`src/rtl/tile_rotation_ctrl_if.sv`:
```
// Request/status bundle between the key decoder, frame pacer and tile rotation controller.
// master drives pacing and key requests; slave returns per-tile orientation and status.
interface tile_rotation_ctrl_if #(
    parameter int N_TILES = 12
);
    logic                 tick;
    logic                 hold;
    logic                 key_valid;
    logic [3:0]           key_tile;
    logic                 key_ccw;
    logic [2*N_TILES-1:0] rot_state;
    logic [3:0]           active_tile;
    logic                 anim_busy;
    logic                 shuffling;
    logic                 pass;

    modport master (
        output tick, hold, key_valid, key_tile, key_ccw,
        input  rot_state, active_tile, anim_busy, shuffling, pass
    );

    modport slave (
        input  tick, hold, key_valid, key_tile, key_ccw,
        output rot_state, active_tile, anim_busy, shuffling, pass
    );
endinterface

```
`src/rtl/tile_rotation_ctrl.sv`:
```
// Per-tile orientation store: LFSR scramble after reset, then one rotation per request, committed ANIM_TICKS ticks later.
// Requests arriving while busy, held, solved or out of range are dropped (no queueing); hold freezes the tick count.
module tile_rotation_ctrl #(
    parameter int          N_TILES    = 12,
    parameter logic [15:0] LFSR_SEED  = 16'hACE1,
    parameter int          ANIM_TICKS = 4
) (
    input  logic                clk,
    input  logic                rst,
    tile_rotation_ctrl_if.slave bus
);
    typedef enum logic [1:0] {SHUFFLE, FIXUP, IDLE, WAIT} state_t;

    localparam logic [3:0] LAST_IDX  = 4'(N_TILES - 1);
    localparam logic [4:0] N_TILES_W = 5'(N_TILES);
    localparam logic [3:0] LAST_TICK = 4'(ANIM_TICKS - 1);

    state_t               state;
    logic [1:0]           rot_q [N_TILES];
    logic [15:0]          lfsr;
    logic [3:0]           idx;
    logic [3:0]           tick_cnt;
    logic [3:0]           tile_q;
    logic                 ccw_q;
    logic [3:0]           active_q;
    logic                 busy_q;
    logic                 shuf_q;
    logic                 pass_q;
    logic [2*N_TILES-1:0] rot_flat;
    logic                 lfsr_fb;
    logic                 all_zero;
    logic                 accept;

    always_comb begin
        rot_flat = '0;
        for (int t = 0; t < N_TILES; t++) begin
            rot_flat[2*t +: 2] = rot_q[t];
        end
    end

    assign all_zero = (rot_flat == '0);
    assign lfsr_fb  = lfsr[15] ^ lfsr[13] ^ lfsr[12] ^ lfsr[10];
    assign accept   = bus.key_valid && !bus.hold && !pass_q &&
                      ({1'b0, bus.key_tile} < N_TILES_W);

    always_ff @(posedge clk) begin
        if (rst) begin
            for (int t = 0; t < N_TILES; t++) begin
                rot_q[t] <= 2'd0;
            end
            state    <= SHUFFLE;
            lfsr     <= LFSR_SEED;
            idx      <= 4'd0;
            tick_cnt <= 4'd0;
            tile_q   <= 4'd0;
            ccw_q    <= 1'b0;
            active_q <= 4'd0;
            busy_q   <= 1'b0;
            shuf_q   <= 1'b1;
            pass_q   <= 1'b0;
        end else begin
            case (state)
                SHUFFLE: begin
                    rot_q[idx] <= lfsr[1:0];
                    lfsr       <= {lfsr[14:0], lfsr_fb};
                    idx        <= idx + 4'd1;
                    if (idx == LAST_IDX) begin
                        state <= FIXUP;
                    end
                end
                FIXUP: begin
                    // A scramble that lands fully upright would start solved; nudge tile 0.
                    if (all_zero) begin
                        rot_q[0] <= 2'd1;
                    end
                    shuf_q <= 1'b0;
                    state  <= IDLE;
                end
                IDLE: begin
                    pass_q <= pass_q | all_zero;
                    if (accept) begin
                        tile_q   <= bus.key_tile;
                        ccw_q    <= bus.key_ccw;
                        active_q <= bus.key_tile;
                        busy_q   <= 1'b1;
                        tick_cnt <= 4'd0;
                        state    <= WAIT;
                    end
                end
                WAIT: begin
                    if (bus.tick && !bus.hold) begin
                        if (tick_cnt == LAST_TICK) begin
                            rot_q[tile_q] <= ccw_q ? rot_q[tile_q] - 2'd1
                                                   : rot_q[tile_q] + 2'd1;
                            busy_q <= 1'b0;
                            state  <= IDLE;
                        end else begin
                            tick_cnt <= tick_cnt + 4'd1;
                        end
                    end
                end
                default: state <= SHUFFLE;
            endcase
        end
    end

    assign bus.rot_state   = rot_flat;
    assign bus.active_tile = active_q;
    assign bus.anim_busy   = busy_q;
    assign bus.shuffling   = shuf_q;
    assign bus.pass        = pass_q;

    a_busy_in_wait: assert property (@(posedge clk) disable iff (rst)
        busy_q == (state == WAIT));
    a_shuf_early: assert property (@(posedge clk) disable iff (rst)
        shuf_q == (state == SHUFFLE || state == FIXUP));
endmodule

```
`src/flat_wrapper.sv`:
```
// flat-port wrapper written by rule: the top's interface ports become plain ports
module tile_rotation_ctrl_flat 
#(
    parameter int          N_TILES    = 12,
    parameter logic [15:0] LFSR_SEED  = 16'hACE1,
    parameter int          ANIM_TICKS = 4
)
  (clk, rst, bus_tick, bus_hold, bus_key_valid, bus_key_tile, bus_key_ccw, bus_rot_state, bus_active_tile, bus_anim_busy, bus_shuffling, bus_pass);
  tile_rotation_ctrl_if #(.N_TILES(N_TILES)) bus_i ();
  input  logic clk;
  input  logic rst;
  input wire logic [$bits(bus_i.tick)-1:0] bus_tick;
  input wire logic [$bits(bus_i.hold)-1:0] bus_hold;
  input wire logic [$bits(bus_i.key_valid)-1:0] bus_key_valid;
  input wire logic [$bits(bus_i.key_tile)-1:0] bus_key_tile;
  input wire logic [$bits(bus_i.key_ccw)-1:0] bus_key_ccw;
  output wire logic [$bits(bus_i.rot_state)-1:0] bus_rot_state;
  output wire logic [$bits(bus_i.active_tile)-1:0] bus_active_tile;
  output wire logic [$bits(bus_i.anim_busy)-1:0] bus_anim_busy;
  output wire logic [$bits(bus_i.shuffling)-1:0] bus_shuffling;
  output wire logic [$bits(bus_i.pass)-1:0] bus_pass;
  assign bus_i.tick = bus_tick;
  assign bus_i.hold = bus_hold;
  assign bus_i.key_valid = bus_key_valid;
  assign bus_i.key_tile = bus_key_tile;
  assign bus_i.key_ccw = bus_key_ccw;
  assign bus_rot_state = bus_i.rot_state;
  assign bus_active_tile = bus_i.active_tile;
  assign bus_anim_busy = bus_i.anim_busy;
  assign bus_shuffling = bus_i.shuffling;
  assign bus_pass = bus_i.pass;
  tile_rotation_ctrl #(.N_TILES(N_TILES), .LFSR_SEED(LFSR_SEED), .ANIM_TICKS(ANIM_TICKS)) u_core (.clk(clk), .rst(rst), .bus(bus_i));
endmodule
```
`config.mk`:
```
export PLATFORM = sky130hd
export DESIGN_NAME = tile_rotation_ctrl_flat
export DESIGN_NICKNAME = d
export VERILOG_FILES = /design/src/rtl/tile_rotation_ctrl_if.sv /design/src/rtl/tile_rotation_ctrl.sv /design/src/flat_wrapper.sv
export SDC_FILE = /design/constraint.sdc
export NUM_CORES = 1
export LEC_CHECK = 0
export BUFFER_PORTS_ARGS = -buffer_cell sky130_fd_sc_hd__clkbuf_2
export CAP_MARGIN = 10
export CORE_MARGIN = 3
export CORE_UTILIZATION = 39
export DETAILED_ROUTE_END_ITERATION = 7
export PLACE_DENSITY = 0.67
export SETUP_SLACK_MARGIN = 0.05
export SLEW_MARGIN = 25
export SYNTH_ARGS = -nofsm -noshare
export SYNTH_HDL_FRONTEND = slang
export SYNTH_SLANG_ARGS = --single-unit
```
`constraint.sdc`:
```
create_clock -name clk -period 3.7 [get_ports clk]
set_input_delay 0.74 -clock clk [delete_from_list [all_inputs] [get_ports clk]]
set_output_delay 0.74 -clock clk [all_outputs]
set_load 0.02 [all_outputs]
```
==> impl_metrics.env <==
export IMPL_vias_per_cell=5.44
export IMPL_overflow=0
export IMPL_synth_edf_count=32
export IMPL_path_common_cell="mux4_2"
export IMPL_hold_viol_final=0
export IMPL_grt_usage_pct=17.1
export IMPL_worst_pin_slew_ns=0.714
export IMPL_nNetsFinal=374
export IMPL_timing_hold_ws_ns=0.456
export IMPL_slew_viol_final=0
export IMPL_dp_hpwl_um=5520
export IMPL_detail_route_first_pass_iterations=4
export IMPL_power_density_mw_per_mm2=455
export IMPL_crit_path_top_delay_cell="dfxtp_1"
export IMPL_rsz0062_at_grt="false"
export IMPL_ff2ff_setup_slack_ns=0.87
export IMPL_grt_pass1_vias=2393
export IMPL_period_share_pct=76.5
export IMPL_die_h_um=96.3
export IMPL_drt_iter0_drc=179
export IMPL_async_flop_share_pct=0
export IMPL_seq_power_share_pct=51.8
export IMPL_required_ns=3.76
export IMPL_ys_seq_area_share_pct=54.2
export IMPL_startpoint_type="flip-flop"
export IMPL_syn_area_per_cell_um2=9.90
export IMPL_power_frac_comb_pct=9.4
export IMPL_diodes=0
export IMPL_dieArea_mm2=0.00927
export IMPL_postCtsHoldBufs=0
export IMPL_placementRows=32
export IMPL_grt_pass1_wl_um=11800
export IMPL_die_x_um=96.3
export IMPL_area_growth_pct=16.2
export IMPL_critPathMaxStageDelay_ns=0.63
export IMPL_postSynthCellCount=321
export IMPL_crit_type="reg -> reg"
export IMPL_coreArea_mm2=0.00781
export IMPL_grt_max_degree=23
export IMPL_tns_ns=0
export IMPL_numCtsBuffers=9
export IMPL_clk_pin_slew_ns=0.07
export IMPL_post_place_ws_ns=0.631
export IMPL_outcome="finished, final reports clean"
export IMPL_ys_types=46
export IMPL_clkSinkCount=70
export IMPL_cp_cell_sequence="mux4_2, mux4_2, nand2_1, and3b_1, a211oi_2, buf_4, nor3_1"
export IMPL_cp_arrival_ns=2.89
export IMPL_place_congestion=0.919
export IMPL_cp_max_fo=13
export IMPL_peakVddDrop_mv=0.185
export IMPL_synth_area_mm2=0.00318
export IMPL_cts_max_level=3
export IMPL_switchingPower_uw=404
export IMPL_drc_errors=0
export IMPL_fmax_ghz=0.353
export IMPL_root_buffer="clkbuf_8"
export IMPL_synth_flop_cell="dfxtp_1"
export IMPL_drive_gt1_share_pct=21.0
export IMPL_cts_max_path_buffers=2
export IMPL_io_pins=41
export IMPL_critical_path_endpoint_type="flip-flop"
export IMPL_maxCapViolCount=0
export IMPL_finalClockSkew_ns=0.0103
export IMPL_routedWlPerCell_um=15.9
export IMPL_syn_num_nets=333
export IMPL_slew_headroom_pct=52.4
export IMPL_period_needed_ns=2.83
export IMPL_yosysWarningCount=0
export IMPL_clk_latency_ns=0.35
export IMPL_worst_path_buf_inv=1
export IMPL_fin_ws_ns=0.869
export IMPL_post_cts_buffers=0
export IMPL_cts_tree="yes"
export IMPL_hold_path_class="reg -> reg"
export IMPL_port_buffers=40
export IMPL_drt_total_wl_um=7450
export IMPL_clkPwrFrac_pct=38.8
export IMPL_switching_share_pct=24.0
export IMPL_cpLargestDelayFamily="multiplexers"
export IMPL_finalSetupViolCount=0
export IMPL_p_leak_nw=1.38
export IMPL_cts_resized=0
export IMPL_route_vias_total=2550
export IMPL_antenna_found_initial=0
export IMPL_ys_ff_latch=70
export IMPL_p_int_mw=1.28
export IMPL_initial_utilization_pct=40.7
export IMPL_final_antenna_net_count=0
-- power groups by stage --
stage | combinational (mW) | clock [mW] | sequential (mW)
global placement | 0.154 | 0 | 0.886
detailed placement | 0.157 | 0 | 0.888
finish | 0.159 | 0.652 | 0.871
floorplan | 0.0897 | 0 | 0.898
global route | 0.176 | 0.697 | 0.874
CTS | 0.159 | 0.661 | 0.871
-- sequential cells by signal (all words and copies together), names as in the netlist, named ones only --
name and flops:
u_core.bus.anim_busy 1, u_core.bus.pass 1, u_core.bus.shuffling 1, u_core.ccw_q 1, u_core.idx 4, u_core.lfsr 16
u_core.rot_q 32, u_core.state 2, u_core.tick_cnt 4, u_core.tile_q 4
-- cell families after synthesis --
logic type                 count (synthesis)  synth area share (%)
and+or+nand+nor                          159                  23.3
DFF                                       70                  54.2
AOI/OAI and AO/OA                         48                  8.82
buffers and inverters                     20                  2.72
muxes                                     13                  7.68
xor gates and xnor gates                   9                  2.48
adders and majority gates                  2                 0.788
-- worst paths after layout --
kind,end,from,cells past startpoint
worst max-delay path,u_core.rot_q[11][1],flip-flop,7
worst min-delay path,u_core.bus.shuffling,u_core.bus.shuffling,2
worst max register to register,u_core.rot_q[11][1],flip-flop,7
worst min register to register,u_core.bus.shuffling,u_core.bus.shuffling,2
-- synthesized netlist by cell type (2+ instances only) --
cell type	instances	area (um2)
nor2b_1	4	25.0
o21ai_1	4	20.0
dfxtp_1	38	761
xor2_1	4	35.0
nand3_1	10	50.1
o31ai_1	2	15.0
ha_1	2	25.0
nor4_1	6	37.5
o21ai_0	13	65.1
nor2_1	27	101
clkbuf_1	12	45.0
edfxtp_1	32	961
buf_1	2	7.51
a21oi_1	19	95.1
xnor2_1	5	43.8
nand2_1	68	255
mux2i_1	3	30.0
mux4_2	9	203
inv_1	3	11.3
nor3_1	20	100
nand2b_1	5	31.3
or2_2	2	12.5
o21a_1	2	15.0
nand4_1	7	43.8
-- worst register-to-register path, stage by stage (launching register included) --
cell and delay (ns):
dfxtp_1 0.63, mux4_2 0.61, mux4_2 0.50, nand2_1 0.11, and3b_1 0.19, a211oi_2 0.19, buf_4 0.24, nor3_1 0.07
-- cell usage in the layout (no fill, tap or decap), drive strengths merged, types with 2 or more instances in the layout --
| cell type | netlist | final |
|---|---|---|
| or3b | 2 | 2 |
| nor2 | 27 | 27 |
| o21ai | 17 | 17 |
| a21oi | 19 | 19 |
| o31ai | 2 | 2 |
| clkinv | 0 | 2 |
| nor4 | 7 | 7 |
| nor2b | 4 | 4 |
| xor2 | 4 | 4 |
| ha | 2 | 2 |
| clkbuf | 12 | 53 |
| mux2i | 3 | 3 |
| nand2b | 5 | 5 |
| xnor2 | 5 | 5 |
| buf | 4 | 6 |
| nor3 | 20 | 20 |
| or2 | 3 | 3 |
| edfxtp | 32 | 32 |
| nand2 | 68 | 68 |
| o21a | 2 | 2 |
| mux4 | 9 | 9 |
| nand3 | 10 | 10 |
| inv | 4 | 4 |
| nand4 | 7 | 7 |
| dfxtp | 38 | 38 |
| a211oi | 2 | 2 |
-- metal layers --
metal / track usage, % / up-vias / part of all wire, %
met5: 0 / - / 0
met4: 8.41 / 0 / 2.5
met3: 3.99 / 17 / 6.3
met2: 27.8 / 91 / 48
met1: 21.3 / 1208 / 43
li1: - / 1234 / -
-- through the flow --
stage / cells / utilization, % / power (mW) / cell area [um2]
floorplan: 321 / - / 0.987 / 3180
global placement: 453 / 44.6 / 1.04 / 3480
detailed placement: 453 / 44.6 / 1.05 / 3480
CTS: 469 / 47.3 / 1.69 / 3690
global route: 469 / 47.3 / 1.75 / 3690
finish: 469 / 47.3 / 1.68 / 3690
-- cell type report --
class,count,area (um2)
multi-input cells,231,1370
flip-flops and latches,70,1720
clock inverters,3,40.0
well taps,102,128
inverters,4,15.0
repair buffers,46,245
fillers,731,4120
clock buffers,13,174
(Power assumes the default switching activity.)
